**src/rtl/imul_radix_pkg.sv**
```systemverilog
// rtl/imul_radix_pkg.sv - shared type-bit positions and FSM encoding for the radix multiplier
package imul_radix_pkg;

    localparam int IMULTYPEBITSZ = 3;
    localparam int IMULMSBRSLT   = 0;
    localparam int IMULASIGNED   = 1;
    localparam int IMULBSIGNED   = 2;

    typedef enum logic [1:0] {
        ST_IDLE = 2'd0,
        ST_BUSY = 2'd1,
        ST_DONE = 2'd2
    } imul_state_e;

endpackage

```
**src/rtl/imul_radix_digit.sv**
```systemverilog
// rtl/imul_radix_digit.sv - combinational digit multiple: digit (0..2^DIGITBITSZ-1) x multiplier
module imul_radix_digit #(
    parameter int ARCHBITSZ  = 32,
    parameter int DIGITBITSZ = 2
) (
    input  logic [DIGITBITSZ-1:0]           digit_i,
    input  logic [ARCHBITSZ-1:0]            mplr_i,
    output logic [ARCHBITSZ+DIGITBITSZ-1:0] mult_o
);

    logic [ARCHBITSZ+DIGITBITSZ-1:0] mplr_ext;

    assign mplr_ext = {{DIGITBITSZ{1'b0}}, mplr_i};

    always_comb begin
        mult_o = '0;
        for (int i = 0; i < DIGITBITSZ; i++) begin
            if (digit_i[i]) begin
                mult_o = mult_o + (mplr_ext << i);
            end
        end
    end

endmodule

```
**src/rtl/imul_radix.sv**
```systemverilog
// rtl/imul_radix.sv - iterative radix-2^DIGITBITSZ integer multiplier with signed/unsigned variants
// Optional early termination on zero remaining multiplicand bits: IMUL_RADIX_EARLYEXIT_EN
module imul_radix
    import imul_radix_pkg::*;
#(
    parameter int ARCHBITSZ  = 32,
    parameter int GPRCNT     = 32,
    parameter int DIGITBITSZ = 2,
    localparam int CLOG2GPRCNT = $clog2(GPRCNT),
    localparam int DATABITSZ   = 2*ARCHBITSZ + CLOG2GPRCNT + IMULTYPEBITSZ
) (
    input  logic                   clk_i,
    input  logic                   rst_n_i,
    input  logic                   stb_i,
    input  logic [DATABITSZ-1:0]   data_i,
    output logic                   rdy_o,
    input  logic                   ostb_i,
    output logic [ARCHBITSZ-1:0]   data_o,
    output logic [CLOG2GPRCNT-1:0] gprid_o,
    output logic                   ordy_o
);

    localparam int NDIGITS  = ARCHBITSZ / DIGITBITSZ;
    localparam int CNTBITSZ = $clog2(NDIGITS + 1);
    localparam logic [CNTBITSZ-1:0] LASTCNT = CNTBITSZ'(NDIGITS - 1);

    imul_state_e                state_q, state_d;
    logic [2*ARCHBITSZ-1:0]     acc_q, acc_d;
    logic [ARCHBITSZ-1:0]       a_q, a_d;
    logic [ARCHBITSZ-1:0]       b_q, b_d;
    logic [CNTBITSZ-1:0]        cnt_q, cnt_d;
    logic                       sign_q, sign_d;
    logic                       msb_q, msb_d;
    logic [CLOG2GPRCNT-1:0]     gprid_q, gprid_d;
    logic [ARCHBITSZ-1:0]       res_q, res_d;

    logic [IMULTYPEBITSZ-1:0]   in_type;
    logic [ARCHBITSZ-1:0]       in_a, in_b;
    logic                       in_a_neg, in_b_neg;

    logic [ARCHBITSZ+DIGITBITSZ-1:0]   mult;
    logic [ARCHBITSZ+DIGITBITSZ-1:0]   sum;
    logic [2*ARCHBITSZ+DIGITBITSZ-1:0] acc_wide;
    logic [2*ARCHBITSZ-1:0]            acc_step, acc_fin, acc_sgn;
    logic [ARCHBITSZ-1:0]              a_next;
    logic                              last;

    assign in_type  = data_i[DATABITSZ-1 -: IMULTYPEBITSZ];
    assign in_a     = data_i[ARCHBITSZ +: ARCHBITSZ];
    assign in_b     = data_i[0 +: ARCHBITSZ];
    assign in_a_neg = in_type[IMULASIGNED] & in_a[ARCHBITSZ-1];
    assign in_b_neg = in_type[IMULBSIGNED] & in_b[ARCHBITSZ-1];

    imul_radix_digit #(
        .ARCHBITSZ  (ARCHBITSZ),
        .DIGITBITSZ (DIGITBITSZ)
    ) u_digit (
        .digit_i (a_q[DIGITBITSZ-1:0]),
        .mplr_i  (b_q),
        .mult_o  (mult)
    );

    // The upper half plus one digit multiple always fits in ARCHBITSZ+DIGITBITSZ bits.
    assign sum      = {{DIGITBITSZ{1'b0}}, acc_q[2*ARCHBITSZ-1:ARCHBITSZ]} + mult;
    assign acc_wide = {sum, acc_q[ARCHBITSZ-1:0]};
    assign acc_step = acc_wide[2*ARCHBITSZ+DIGITBITSZ-1:DIGITBITSZ];
    assign a_next   = a_q >> DIGITBITSZ;

`ifdef IMUL_RADIX_EARLYEXIT_EN
    // Skipped digits would each have shifted the accumulator right once more.
    assign last    = (cnt_q == LASTCNT) || (a_next == '0);
    assign acc_fin = acc_step >> (DIGITBITSZ * (NDIGITS - 1 - int'(cnt_q)));
`else
    assign last    = (cnt_q == LASTCNT);
    assign acc_fin = acc_step;
`endif

    assign acc_sgn = sign_q ? (~acc_fin + 1'b1) : acc_fin;

    always_comb begin
        state_d = state_q;
        acc_d   = acc_q;
        a_d     = a_q;
        b_d     = b_q;
        cnt_d   = cnt_q;
        sign_d  = sign_q;
        msb_d   = msb_q;
        gprid_d = gprid_q;
        res_d   = res_q;
        unique case (state_q)
            ST_IDLE: begin
                if (stb_i) begin
                    state_d = ST_BUSY;
                    acc_d   = '0;
                    cnt_d   = '0;
                    a_d     = in_a_neg ? (~in_a + 1'b1) : in_a;
                    b_d     = in_b_neg ? (~in_b + 1'b1) : in_b;
                    sign_d  = in_a_neg ^ in_b_neg;
                    msb_d   = in_type[IMULMSBRSLT];
                    gprid_d = data_i[2*ARCHBITSZ +: CLOG2GPRCNT];
                end
            end
            ST_BUSY: begin
                acc_d = acc_step;
                a_d   = a_next;
                cnt_d = cnt_q + 1'b1;
                if (last) begin
                    state_d = ST_DONE;
                    acc_d   = acc_fin;
                    res_d   = msb_q ? acc_sgn[2*ARCHBITSZ-1:ARCHBITSZ] : acc_sgn[ARCHBITSZ-1:0];
                end
            end
            ST_DONE: begin
                if (ostb_i) begin
                    state_d = ST_IDLE;
                end
            end
            default: state_d = ST_IDLE;
        endcase
    end

    always_ff @(posedge clk_i or negedge rst_n_i) begin
        if (!rst_n_i) begin
            state_q <= ST_IDLE;
            acc_q   <= '0;
            a_q     <= '0;
            b_q     <= '0;
            cnt_q   <= '0;
            sign_q  <= 1'b0;
            msb_q   <= 1'b0;
            gprid_q <= '0;
            res_q   <= '0;
        end else begin
            state_q <= state_d;
            acc_q   <= acc_d;
            a_q     <= a_d;
            b_q     <= b_d;
            cnt_q   <= cnt_d;
            sign_q  <= sign_d;
            msb_q   <= msb_d;
            gprid_q <= gprid_d;
            res_q   <= res_d;
        end
    end

    assign rdy_o   = (state_q == ST_IDLE);
    assign ordy_o  = (state_q == ST_DONE);
    assign data_o  = res_q;
    assign gprid_o = gprid_q;

endmodule
```
**config.mk**
```make
export PLATFORM = sky130hd
export DESIGN_NAME = imul_radix
export DESIGN_NICKNAME = d
export VERILOG_FILES = /design/src/rtl/imul_radix_pkg.sv /design/src/rtl/imul_radix_digit.sv /design/src/rtl/imul_radix.sv
export SDC_FILE = /design/constraint.sdc
export NUM_CORES = 1
export LEC_CHECK = 0
export BUFFER_PORTS_ARGS = -buffer_cell sky130_fd_sc_hd__buf_2
export CAP_MARGIN = 20
export CORE_MARGIN = 3
export CORE_UTILIZATION = 65
export DETAILED_ROUTE_END_ITERATION = 10
export GPL_TIMING_DRIVEN = 1
export PLACE_DENSITY = 0.86
export SETUP_SLACK_MARGIN = 0.1
export SLEW_MARGIN = 15
export SYNTH_ARGS = -nofsm -noshare
export SYNTH_HDL_FRONTEND = slang
export SYNTH_HIERARCHICAL = 1
export SYNTH_SLANG_ARGS = --single-unit
```
**constraint.sdc**
```tcl
create_clock -name clk_i -period 12.45 [get_ports clk_i]
set_input_delay 0 -clock clk_i [delete_from_list [all_inputs] [get_ports clk_i]]
set_output_delay 0 -clock clk_i [all_outputs]
set_load 0.005 [all_outputs]
```
==> metrics.md <==
| Metric | Value |
|---|---|
| Final wirelength | 42790 um |
| CP endpoint | data_o[29] |
| DRC viols | 0 |
| Register area share after synthesis | 0.3082 |
| Cell Pwr Density | 330.1 nW/um^2 |
| Post-route setup TNS | 0 ps |
| EDFF count, synth | 0 |
| Clk Latency, worst-skew pair | 450 ps |
| Total grt overflow | 0 |
| Routability cong. | 0.9191 |
| Worst relative slew slack | 0.2480 |
| Die Footprint | 23280 sq um |
| Share of layout cells above drive strength 1 | 0.1198 |
| Top delay family on crit path | compound AO/OA/AOI/OAI gates |
| Io pins | 115 |
| CTS sink count | 172 |
| HPWL after detailed placement | 28230 um |
| First-pass GRT wire length | 69750 um |
| Leakage | 7.007 nW |
| Critical path class | flop to flop |
| Total track usage | 0.3588 |
| CTS tree | built |
| Post-Synthesis Cell Area | 13970 sq um |
| Unique cell type count in the Yosys netlist | 87 |
| Worst-Margin Slew | 1118 ps |
| Clk slew on worst S/H paths | 80 ps |
| Reg-to-reg endpoint | data_o[29] |
| CP Cell Sequence | and2_1 > ha_1 > fa_1 > a211oi_2 > o21ai_2 > o21ai_2 > nand4_1 > a31oi_1 > o21ai_1 > xor2_1 > mux2_2 > ha_1 > nand2_1 > nor4_1 > o211ai_1 > a21oi_1 > nor3_1 > a2111oi_0 > nand3_1 > nor4b_1 > mux2i_1 > a22o_1 |
| Worst R2R Start | a_q[0] |
| Final Cycle Share | 0.5536 |
| Post-route ant nets | 0 |
| Synth Flop Type | dfrtp_1 |
| Crit. End Element | flop |
| CP startpoint | a_q[0] |
| Cts bufs inserted | 17 |
| Peak VDD IR | 0.3299 mV |
| IO Port Bufs | 114 |
| Final Total Pwr | 0.005270 W |
| Critical path arrival | 7270 ps |
| Final net count | 1995 |
| Die Height | 152.6 um |
| Critical Path Stages | 22 |
| Fillers | 1479 |
| Final hold vios | 0 |
| Status | completed |
| Share of flip-flops with an asynchronous set or reset | 1.000 |
| Critical Path Slowest Stage Cell | dfrtp_1 |
| Yosys synthesis warning count | 6 |
| Initial DRC Count | 1493 |
| Core Region | 20690 sq um |
| Vias in the first global route | 13590 |
| Worst Path Max Fanout | 33 |
| R2R depth | 22 |
| Final setup vio count | 0 |
| Bufs on Longest Clock Path | 2 |
| Clk root buf | clkbuf_16 |
| Initial Utilization | 0.6750 |
| Vias | 14040 |
| Resize count post-CTS | 0 |
| Syn-to-layout area delta | 14.31% |
| Pre-antenna DRT Iters | 7 |
| Slowest stage delay, CP | 710 ps |
| Startpoint Class | flop |
| Gate Count Post-Synth | 1731 |
| Final slew viol count | 0 |
| #FFs+latches synth | 172 |
| Syn avg cell area | 8.068 sq um |
| # rows | 52 |
| Max Fclk | 0.1451 GHz |
| Largest net degree at the start of global routing | 118 |
| Die W | 152.6 um |
| Clock Skew | 15.82 ps |
| CP Data Required Time | 12830 ps |
| Period minus WS final | 6893 ps |
| H-tree levels | 4 |
| Ant diodes | 0 |
| Initial antenna violation count | 0 |
| Worst Hold Class | input pin to async pin |
| WP buf/inv | 0 |
| Syn_nets | 1877 |
| Avg Vias per Cell | 6.584 |
| RSZ-0062 raised after global routing | no |
| Per-cell routed wire length | 20.07 um |
| Max-cap violation count | 0 |
| Worst R2R Setup Slack | 5560 ps |
## worst min path at each step
stage,depth (start not counted),end
final,2,b_q[31]
after CTS,4,a_q[3]
after floorplan,0,a_q[0]
after global routing,4,a_q[3]
after global placement,1,b_q[25]
after detailed placement,1,b_q[31]
## metal layers
metal | global-route usage | vias up | part of all wire | wire length [um]
met5 | 0 | - | 0 | 0
met4 | 0.1286 | 0 | 0.034 | 1443
met3 | 0.05339 | 128 | 0.068 | 2897
met2 | 0.6116 | 653 | 0.49 | 21020
met1 | 0.4668 | 6742 | 0.41 | 17430
li1 | - | 6514 | - | -
## layout make-up
| type | instances | area [sq um] | area share |
|---|---|---|---|
| clock inverter | 14 | 165.2 | 0.01035 |
| multi-input combinational | 1427 | 9185 | 0.5754 |
| timing repair buffer | 199 | 1423 | 0.08911 |
| sequential | 172 | 4304 | 0.2696 |
| clock buffer | 18 | 429.2 | 0.02688 |
| inverter | 32 | 120.1 | 0.007524 |
| tap | 270 | 337.8 | 0.02116 |
## stage by stage
step | hold slack [ps] | util | instances | cell area (sq um) | worst slack, ps
5_1_grt | 56.51 | 0.7716 | 2132 | 15960 | 5008
6_report | 30.10 | 0.7716 | 2132 | 15960 | 5557
3_3_place_gp | -62.10 | 0.7048 | 2024 | 14580 | 5923
3_5_place_dp | -57.02 | 0.7048 | 2024 | 14580 | 5767
2_1_floorplan | -295.6 | - | 1731 | 13970 | 6615
4_1_cts | 8.778 | 0.7698 | 2131 | 15930 | 5668
## Yosys cell counts (14+ instances only)
library cell	number	share of area
xor2_1	75	0.047
a22oi_1	32	0.017
nor2_1	79	0.021
o21ai_0	192	0.069
clkbuf_1	87	0.023
and2_1	45	0.020
nand3_1	42	0.015
mux2_2	26	0.021
nor4_1	14	0.0063
or4_1	14	0.0075
a21oi_1	107	0.038
dfrtp_1	172	0.31
o21ai_1	42	0.015
xnor2_1	84	0.053
o31ai_1	30	0.016
a21o_1	24	0.013
ha_1	68	0.061
inv_1	32	0.0086
nand2_1	269	0.072
or3_1	15	0.0067
nand4_1	23	0.010
o211ai_1	15	0.0081
nor3_1	24	0.0086
## cell families after synthesis
family,count (synthesis),share of synthesized area
adder cells (fa/ha/maj),70,0.06379
flip-flops,172,0.3082
buffers and inverters,132,0.03682
multiplexers,36,0.02813
XOR/XNOR,159,0.09971
AO/OA/AOI/OAI,570,0.2589
AND/OR/NAND/NOR,592,0.2044
## power breakdown
part           switching, W  total, W  internal (W)  leakage, nW
registers          0.000227   0.00104      0.000817         2.18
logic               0.00232   0.00367       0.00135         4.53
clock network      0.000269  0.000557      0.000288        0.294
total               0.00282   0.00527       0.00245         7.01
## layout by cell type, fill, tap and decap left out, types with 44 or more instances in the layout
master         count
a21oi_1          107
dfrtp_1          172
and2_1            44
buf_2            113
xor2_1            75
xnor2_1           84
nand2_1          267
nor2_1            78
dlygate4sd3_1     75
ha_1              68
o21ai_0          192
## state kept, by name, indices dropped and copies added (netlist names)
register	cells
acc_q	62
a_q	32
b_q	32
data_o	32
cnt_q	5
gprid_o	5
state_q	2
msb_q	1
sign_q	1
## worst reg2reg max path, stage by stage (launching register included)
cell and delay [ps]:
dfrtp_1 710, and2_1 320, ha_1 240, fa_1 470, a211oi_2 280, o21ai_2 140
o21ai_2 180, nand4_1 200, a31oi_1 300, o21ai_1 100, xor2_1 150, mux2_2 270
ha_1 440, nand2_1 170, nor4_1 460, o211ai_1 310, a21oi_1 270, nor3_1 130
a2111oi_0 490, nand3_1 340, nor4b_1 470, mux2i_1 260, a22o_1 140
## timing repair
action | 4_1_cts | 5_1_grt
setup buffers | 0 | 0
hold endpoints to repair | 106 | 0
hold buffers | 75 | 0
No activity file was read; power rests on OpenSTA's default activity.
